## src/rtl/tetris_pkg.sv

```systemverilog
// Shared board-logic definitions: default board geometry, row-clear FSM
// states and the line-clear score table.
package tetris_pkg;

  localparam int BOARD_W_DEFAULT = 10;
  localparam int BOARD_H_DEFAULT = 20;

  typedef enum logic [1:0] {
    ST_IDLE  = 2'd0,
    ST_SCAN  = 2'd1,
    ST_SHIFT = 2'd2,
    ST_DONE  = 2'd3
  } clr_state_e;

  localparam logic [19:0] LINE_SCORE [5] = '{20'd0, 20'd40, 20'd100, 20'd300, 20'd1200};

  // Four or more lines in one pass all score as a four-line clear.
  function automatic logic [19:0] line_score(input int unsigned lines);
    logic [19:0] pts;
    case (lines)
      32'd0:   pts = LINE_SCORE[0];
      32'd1:   pts = LINE_SCORE[1];
      32'd2:   pts = LINE_SCORE[2];
      32'd3:   pts = LINE_SCORE[3];
      default: pts = LINE_SCORE[4];
    endcase
    return pts;
  endfunction

endpackage

```

## src/rtl/board_row_shift.sv

```systemverilog
// Combinational row delete: removes row row_i, drops every row above it by
// one and zero-fills the top row. Rows below row_i pass through unchanged.
module board_row_shift
  import tetris_pkg::*;
#(
  parameter int BOARD_W = BOARD_W_DEFAULT,
  parameter int BOARD_H = BOARD_H_DEFAULT
) (
  input  logic [BOARD_W*BOARD_H-1:0]  board_i,
  input  logic [$clog2(BOARD_H)-1:0]  row_i,
  output logic [BOARD_W*BOARD_H-1:0]  board_o
);

  // Row 0 is always at or above the deleted row, so it always becomes empty.
  always_comb begin
    board_o = board_i;
    board_o[BOARD_W-1:0] = '0;
    for (int r = 1; r < BOARD_H; r++) begin
      if (r <= int'(row_i)) begin
        board_o[r*BOARD_W +: BOARD_W] = board_i[(r-1)*BOARD_W +: BOARD_W];
      end else begin
        board_o[r*BOARD_W +: BOARD_W] = board_i[r*BOARD_W +: BOARD_W];
      end
    end
  end

endmodule

```

## src/rtl/row_clear_engine.sv

```systemverilog
// Full-row clear engine: captures a settled board on start, deletes every
// full row bottom-to-top and reports the compacted board and cleared count.
// Optional line scoring is enabled with `define ROW_CLEAR_SCORE_EN.
module row_clear_engine
  import tetris_pkg::*;
#(
  parameter int BOARD_W = BOARD_W_DEFAULT,
  parameter int BOARD_H = BOARD_H_DEFAULT,
  parameter int CNT_W   = $clog2(BOARD_H + 1)
) (
  input  logic                         clk,
  input  logic                         rst,
  input  logic                         start,
  input  logic                         pause,
  input  logic [BOARD_W*BOARD_H-1:0]   board_in,
  output logic [BOARD_W*BOARD_H-1:0]   board_out,
  output logic                         busy,
  output logic                         done,
  output logic [CNT_W-1:0]             rows_cleared,
  output logic [$clog2(BOARD_H)-1:0]   cur_row
`ifdef ROW_CLEAR_SCORE_EN
  ,
  output logic [19:0]                  score
`endif
);

  localparam int NB = BOARD_W * BOARD_H;
  localparam int RW = $clog2(BOARD_H);
  localparam logic [RW-1:0]    ROW_LAST = RW'(BOARD_H - 1);
  localparam logic [CNT_W-1:0] CNT_MAX  = CNT_W'(BOARD_H);

  clr_state_e        state_q, state_d;
  logic [NB-1:0]     board_q, board_d;
  logic [CNT_W-1:0]  rows_q, rows_d;
  logic [RW-1:0]     row_q, row_d;
  logic              done_q, done_d;
  logic              busy_q, busy_d;

  logic [NB-1:0]     shifted_board;
  logic              row_full;
  logic              next_full;

  board_row_shift #(
    .BOARD_W (BOARD_W),
    .BOARD_H (BOARD_H)
  ) u_shift (
    .board_i (board_q),
    .row_i   (row_q),
    .board_o (shifted_board)
  );

  // next_full tests the row that drops into cur_row, so a shift also re-tests.
  assign row_full  = &board_q[int'(row_q)*BOARD_W +: BOARD_W];
  assign next_full = &shifted_board[int'(row_q)*BOARD_W +: BOARD_W];

  // Next-state and datapath update; pause holds every register.
  always_comb begin
    state_d = state_q;
    board_d = board_q;
    rows_d  = rows_q;
    row_d   = row_q;
    done_d  = done_q;
    busy_d  = busy_q;
    if (!pause) begin
      done_d = (state_q == ST_DONE);
      case (state_q)
        ST_IDLE: begin
          if (start) begin
            board_d = board_in;
            rows_d  = '0;
            row_d   = ROW_LAST;
            state_d = ST_SCAN;
          end else begin
            state_d = ST_IDLE;
          end
        end
        ST_SCAN: begin
          if (row_full) begin
            state_d = ST_SHIFT;
          end else if (row_q == '0) begin
            state_d = ST_DONE;
          end else begin
            row_d   = row_q - RW'(1'b1);
            state_d = ST_SCAN;
          end
        end
        ST_SHIFT: begin
          board_d = shifted_board;
          if (rows_q != CNT_MAX) begin
            rows_d = rows_q + CNT_W'(1'b1);
          end else begin
            rows_d = rows_q;
          end
          if (next_full) begin
            state_d = ST_SHIFT;
          end else if (row_q == '0) begin
            state_d = ST_DONE;
          end else begin
            row_d   = row_q - RW'(1'b1);
            state_d = ST_SCAN;
          end
        end
        ST_DONE: begin
          state_d = ST_IDLE;
        end
        default: begin
          state_d = ST_IDLE;
        end
      endcase
      busy_d = (state_d != ST_IDLE);
    end else begin
      done_d = done_q;
      busy_d = busy_q;
    end
  end

  // State and output registers.
  always_ff @(posedge clk) begin
    if (rst) begin
      state_q <= ST_IDLE;
      board_q <= '0;
      rows_q  <= '0;
      row_q   <= ROW_LAST;
      done_q  <= 1'b0;
      busy_q  <= 1'b0;
    end else begin
      state_q <= state_d;
      board_q <= board_d;
      rows_q  <= rows_d;
      row_q   <= row_d;
      done_q  <= done_d;
      busy_q  <= busy_d;
    end
  end

  assign board_out    = board_q;
  assign rows_cleared = rows_q;
  assign cur_row      = row_q;
  assign done         = done_q;
  assign busy         = busy_q;

`ifdef ROW_CLEAR_SCORE_EN
  logic [19:0] score_q, score_d;
  logic [20:0] score_sum;

  // Score accumulates in the DONE cycle, saturating at the 20-bit maximum.
  always_comb begin
    score_sum = {1'b0, score_q} + {1'b0, line_score(32'(rows_q))};
    if (!pause && (state_q == ST_DONE)) begin
      score_d = score_sum[20] ? 20'hFFFFF : score_sum[19:0];
    end else begin
      score_d = score_q;
    end
  end

  // Score register; start does not clear it.
  always_ff @(posedge clk) begin
    if (rst) begin
      score_q <= 20'd0;
    end else begin
      score_q <= score_d;
    end
  end

  assign score = score_q;
`endif

endmodule

```

## config.mk

```make
export PLATFORM = sky130hd
export DESIGN_NAME = row_clear_engine
export DESIGN_NICKNAME = d
export VERILOG_FILES = /design/src/rtl/tetris_pkg.sv /design/src/rtl/board_row_shift.sv /design/src/rtl/row_clear_engine.sv
export SDC_FILE = /design/constraint.sdc
export NUM_CORES = 1
export LEC_CHECK = 0
export ABC_AREA = 1
export CORE_MARGIN = 3
export CORE_UTILIZATION = 40
export DETAILED_ROUTE_END_ITERATION = 16
export DONT_BUFFER_PORTS = 1
export SETUP_SLACK_MARGIN = 0.3
export SYNTH_ARGS = -nofsm -noshare
export SYNTH_HDL_FRONTEND = slang
export SYNTH_SLANG_ARGS = --single-unit
```

## constraint.sdc

```tcl
create_clock -name clk -period 4.9 [get_ports clk]
set_input_delay 0.49 -clock clk [delete_from_list [all_inputs] [get_ports clk]]
set_output_delay 0.49 -clock clk [all_outputs]
set_load 0.005 [all_outputs]
```

* Yosys cells after proc, flatten, opt, wreduce, memory -nomap -nowiden
Index checks and enable logic that the tools add are counted.
** Cells by class
- Equality and inequality tests :: 8
- Reduce and logical (&&, ||, !) cells :: 10
- Bitwise logic cells :: 1
- Magnitude comparators :: 19
- Add/sub/neg operators :: 2
- Multiplexer cells :: 35
- Shift operators :: 2
- $mul :: 1
** Operator list (number)
- 200-bit case mux with 2 select lines :: 1
- 200-bit two-way mux :: 1
- 200-bit by 10-bit indexed part select with 10-bit output :: 1
- 200-bit by 32-bit indexed part select with 10-bit output :: 1
- 10-bit two-way mux :: 19
- 4-bit by 5-bit <= comparator with 1-bit output (first input constant) :: 8
- 5-bit two-way mux :: 6
- 3-bit by 5-bit <= comparator with 1-bit output (first input constant) :: 4
- 5-bit <= comparator (first input constant) :: 4
- 10-bit AND reduction :: 2
- 5-bit case mux with 3 select lines :: 1
- 2-bit by 5-bit <= comparator with 1-bit output (first input constant) :: 2
- 5-bit case mux with 2 select lines :: 1
- 5-bit by 3-bit multiplier with 8-bit output (second input constant) :: 1
- 2-bit two-way mux :: 4
- 2-bit != test (second input constant) :: 4
- 2-bit case mux with 4 select lines :: 1
- 5-bit by 1-bit adder with 5-bit output (second input constant) :: 1
- 1-bit by 5-bit <= comparator with 1-bit output (first input constant) :: 1
- 5-bit logical NOT :: 1
- 5-bit != test (second input constant) :: 1
- 5-bit AND reduction :: 1
- 5-bit by 1-bit subtractor with 5-bit output (second input constant) :: 1
- 2-bit equality test (second input constant) :: 2
- other kinds (8) :: 9
** Storage, ports and cells
- Bits in registers :: 214
- Output and inout port bits :: 212
- Word-level logic and storage cells :: 84
- Input port bits :: 204

* Longest topological paths before layout
- Word-level depth :: 8
- Mapped depth :: 27
- Mapped depth without buffers :: 23

* Cells and area by module
Synthesis repeated with hierarchy kept, for this count alone.
** Unflattened totals
- Cells, all modules :: 2308
- Area total of the unflattened synthesis :: 13734.4 sq um
** Modules (own cells, without submodules)
- row_clear_engine :: cells each 1665, area an instance 11033.1 sq um, times used 1, seq. area each 4284.1 sq um
- board_row_shift :: cells each 643, area an instance 2701.3 sq um, times used 1, seq. area each 0.0 sq um

* Least setup slack after synthesis
OpenSTA, ideal clock, no wires.
- Kind :: flip-flop to flip-flop
- Start point :: register row_q[0] (netlist: cur_row[0])
- End point :: register row_q[1] (netlist: cur_row[1])
- Setup slack :: 1.663 ns
- Data arrival time :: 3.110 ns
- Clock period less this slack :: 3.237 ns
- Data required time :: 4.773 ns
- Cell stages (with the launch flop) :: 27
- Buffers on the path :: 5
- Setup time :: 0.127 ns
- Cells stage by stage :: dfxtp_1 -> buf_4 -> inv_1 -> buf_4 -> clkbuf_1 -> buf_2 -> ha_1 -> inv_1 -> nand3_1 -> nand2_4 -> buf_4 -> nand2_1 -> nand3_1 -> nand3_1 -> nand2_1 -> nor2_1 -> nand2_1 -> nor2_1 -> nand2_1 -> nand2_1 -> nand2_1 -> nor2_2 -> nand2_2 -> nand2_4 -> inv_4 -> nand2_1 -> o211ai_2
** Between the ends
- Longest elaborated chain between the ends :: 6
- Elaborated cells between the ends (all ways) :: 52
- Those cells by class :: add/sub: 1; mul: 1; order compare: 19; eq/ne: 2; shift: 2; mux: 23; reduce/logical: 4
** RTL lines
- start, declared :: line row_clear_engine.sv:35 : logic [RW-1:0] row_q, row_d;
- start signal, assigned :: line row_clear_engine.sv:130 : row_q <= row_d;
- parallel branches: the longest is 6 deep, another holds 5-bit by 3-bit multiplier with 8-bit output
Several ways; the timed one is not identified. The select of a mux whose other input is x is not followed.
A chain may end at the register's enable or synchronous reset.

* Worst setup path after layout
- Start point :: register row_q[1] (netlist: cur_row[1])
- End point :: register row_q[0] (netlist: cur_row[0])
Same word-level chain as after synthesis.

==> impl_metrics.csv <==
group,metric,value,unit
critical_path,ff2ff_path_depth,18,
global_route,grt_max_degree,176,
logic_synthesis,synth-simple-area-share,31.90,%
min_path,hold_end,"board_out[88]$_SDFFE_PP0P_",
placed_design,port_buffers,0,
logic_synthesis,yosys_warnings,0,
min_path,hp-class,"in2reg",
logic_synthesis,synth_cell_types,40,
logic_synthesis,synthCells,2446,
drt,wl_per_cell,24.75,um
clock_network,clock_path_buffers,3,
clock_network,h-tree-depth,1,
critical_path,cp_max_fo,14,
layout,fin_util,43.48,%
logic_synthesis,synth_area_per_cell,6.375,um2
logic_synthesis,netlist_top_cells_area,"dfxtp_1 27%, nand2_1 13%, nand3_1 10%",
sta,drv_slew,0,
logic_synthesis,synth.top_cell.area_share,27.48,%
layout,fill_cells,4138,
clock_network,insertion_delay,570,ps
sta,fin_skew,11.94,ps
sta,hold_viol_final,0,
logic_synthesis,syn_area,15590,um2
sta,tns,0,ps
sta,fin_crit,3975,ps
critical_path,cp-start-kind,"register",
sta,rsz0062_at_grt,"no",
drt,wl,70.05,mm
critical_path,crit_top_cell,"nand3_1",
logic_synthesis,yosys.area.top_type,"dfxtp_1",
die,dieArea,41390,um2
logic_synthesis,synth-xor-area-share,0.05617,%
power_and_ir_drop,leakagePower,6.372,nW
global_route,first_global_vias,16250,
logic_synthesis,synth_top_family_by_area,"simple AND/OR/NAND/NOR gates",
layout,layout.cells.most_common,"nand2_1",
global_route,grt.total_usage,31.90,%
clock_network,cts_resized,0,
layout,drive_gt1_share,7.805,%
critical_path,r2r_slack,920,ps
critical_path,rr_startpoint,"cur_row[1]$_SDFFE_PP1P_",
global_route,grt_pass1_wl,103.5,mm
sta,fmax,251.6,MHz
layout,regArea,4289,um2
job,maxCapViolations,0,
logic_synthesis,synth-compound-area-share,28.66,%
drt,drtIter0Drc,1937,
die,die_w,203.4,um
critical_path,cp_cell_sequence,"inv_1 -> ha_1 -> nand3_4 -> nand3_2 -> nand2_1 -> nand3_1 -> nand3_1 -> nand2_1 -> o21ai_0 -> nand3_1 -> nor2_1 -> nand2_1 -> nor2_2 -> nand2_2 -> nand2_4 -> inv_4 -> o21ai_1 -> nand3_1",
global_route,overflow,0,
logic_synthesis,synth_seq_cells,214,
die,die_y,203.4,um
die,fp.coreArea,38020,um2
sta,holdWs,21.59,ps
layout,nNetsFinal,2514,
placed_design,place_congestion,0.9531,
power_and_ir_drop,power_density,330.2,nW/um2
critical_path,cpMaxStageDelayCell,"dfxtp_1",
min_path,hp-start,"rst",
die,num_io_pins,416,
clock_network,cts-buffers-inserted,27,
critical_path,crit_required,5340,ps
clock_network,cts_tree,"yes",
logic_synthesis,syn-num-nets,2661,
layout,final_cell_mix,"529 x nand2_1, 324 x nand3_1, 319 x a21oi_1",
critical_path,critical-path-max-stage-delay,850,ps
critical_path,cp-end-kind,"register",
outcome,status,"finished, final reports clean",
clock_network,root_buffer,"clkbuf_16",
layout,area.growth.synth_to_final,6.019,%
die,initial_core_util,41.01,%
logic_synthesis,synth_mux_area_share,0,%
clock_network,cts_hold_buf,0,
placed_design,dpl.hpwl,50.65,mm
critical_path,timing.rr.end,"cur_row[0]$_SDFFE_PP1P_",
sta,relSlewSlack,30.19,%
drt,antenna_left,0,
drt,vias_per_cell,6.238,
die,row_count,71,
clock_network,cts_sinks,214,
layout,multi_input_area,9622,um2
power_and_ir_drop,peakVddDrop,0.2864,mV
critical_path,critPathKind,"reg2reg",
sta,setup_violations,0,
logic_synthesis,synth_fa_ha_area_share,0.8827,%
clock_network,clk_pin_slew,70,ps
global_route,antenna_found_initial,1,
logic_synthesis,ys_seq_area_share,27.48,%
drt,firstDrtPassIters,6,
drt,vias,17660,
drt,drc_errors,0,
clock_network,postCtsSetupRepairBufs,0,
min_path,hold_depth,1,
critical_path,worstPathArrival,4410,ps
sta,worst_pin_slew,1047,ps
sta,period_share,81.13,%
[cells in the mapped netlist, drive strengths merged]
| cell type | instances |
|---|---|
| buf | 57 |
| a211oi | 9 |
| ha | 11 |
| nor3 | 2 |
| or2 | 41 |
| o21ai | 215 |
| a221oi | 159 |
| dfxtp | 214 |
| nand4 | 37 |
| o211ai | 33 |
| nor2 | 99 |
| xor2 | 1 |
| a21oi | 322 |
| clkbuf | 143 |
| nand3 | 335 |
| o2111ai | 3 |
| nand2 | 557 |
| inv | 208 |
[per-stage QoR]
| stage | instance area, um2 | setup slack (ps) | power (W) | instances |
|---|---|---|---|---|
| floorplan | 15590 | 1663 | 0.002941 | 2446 |
| global placement | 15590 | 1041 | 0.003275 | 2781 |
| detailed placement | 15590 | 983.3 | 0.003282 | 2781 |
| CTS | 16530 | 961.4 | 0.005448 | 2830 |
| global route | 16530 | 653.8 | 0.005686 | 2831 |
| finish | 16530 | 924.8 | 0.005459 | 2831 |
[area by class of cell]
cell class	instances	area share (%)
timing repair buffer	24	1.393
clock inverter	15	1.135
inverter	208	4.889
sequential	214	25.95
multi-input combinational	1824	58.20
antenna	1	0.01514
tap	511	3.868
clock buffer	34	4.549
[registers in the layout (all words and copies together) (netlist names)]
signal and flops:
rows_cleared 5, done 1, board_out 200, cur_row 5
busy 1, state_q 2
[cell families (layout without fill, tap and decap cells)]
family / count (synthesis) / count (layout)
fa+ha+maj: 11 / 11
simple gates: 1071 / 1071
other cells: 0 / 1
xor+xnor: 1 / 1
compound gates: 741 / 741
buf+inv: 408 / 281
flops: 214 / 214
[power by group]
group	switching (W)	leakage [nW]	internal, W	total, W
registers	0.000205	1.76	0.00188	0.00209
clock network	0.000893	0.472	0.00130	0.00219
logic	0.000826	4.13	0.000356	0.00118
[worst max-delay path by stage]
| stage | startpoint | to | slack [ps] | cells after the start |
|---|---|---|---|---|
| 2_1_floorplan | cur_row[0]$_SDFFE_PP1P_ | cur_row[1]$_SDFFE_PP1P_ | 1660 | 26 |
| 3_3_place_gp | cur_row[1]$_SDFFE_PP1P_ | cur_row[0]$_SDFFE_PP1P_ | 1040 | 18 |
| 3_5_place_dp | cur_row[1]$_SDFFE_PP1P_ | cur_row[0]$_SDFFE_PP1P_ | 980 | 18 |
| 4_1_cts | cur_row[1]$_SDFFE_PP1P_ | cur_row[0]$_SDFFE_PP1P_ | 960 | 18 |
| 5_1_grt | cur_row[1]$_SDFFE_PP1P_ | cur_row[4]$_SDFFE_PP1P_ | 650 | 18 |
| 6_report | cur_row[1]$_SDFFE_PP1P_ | cur_row[0]$_SDFFE_PP1P_ | 920 | 18 |
[metal layers]
layer | wire [um] | vias up | global-route usage [%]
met5 | 0 | - | 0
met4 | 2278 | 0 | 9.415
met3 | 7289 | 111 | 7.773
met2 | 31610 | 981 | 50.43
met1 | 28880 | 8292 | 43.28
li1 | - | 8275 | -
[critical path: cells and delay by family (launching register included)]
| kind | cells | cell delay, ps |
|---|---|---|
| and+or+nand+nor | 13 | 1750 |
| buffers and inverters | 2 | 450 |
| adders and majority gates | 1 | 460 |
| AOI/OAI and AO/OA | 2 | 330 |
| DFF | 1 | 850 |
Power figures use the tool's default switching activity.
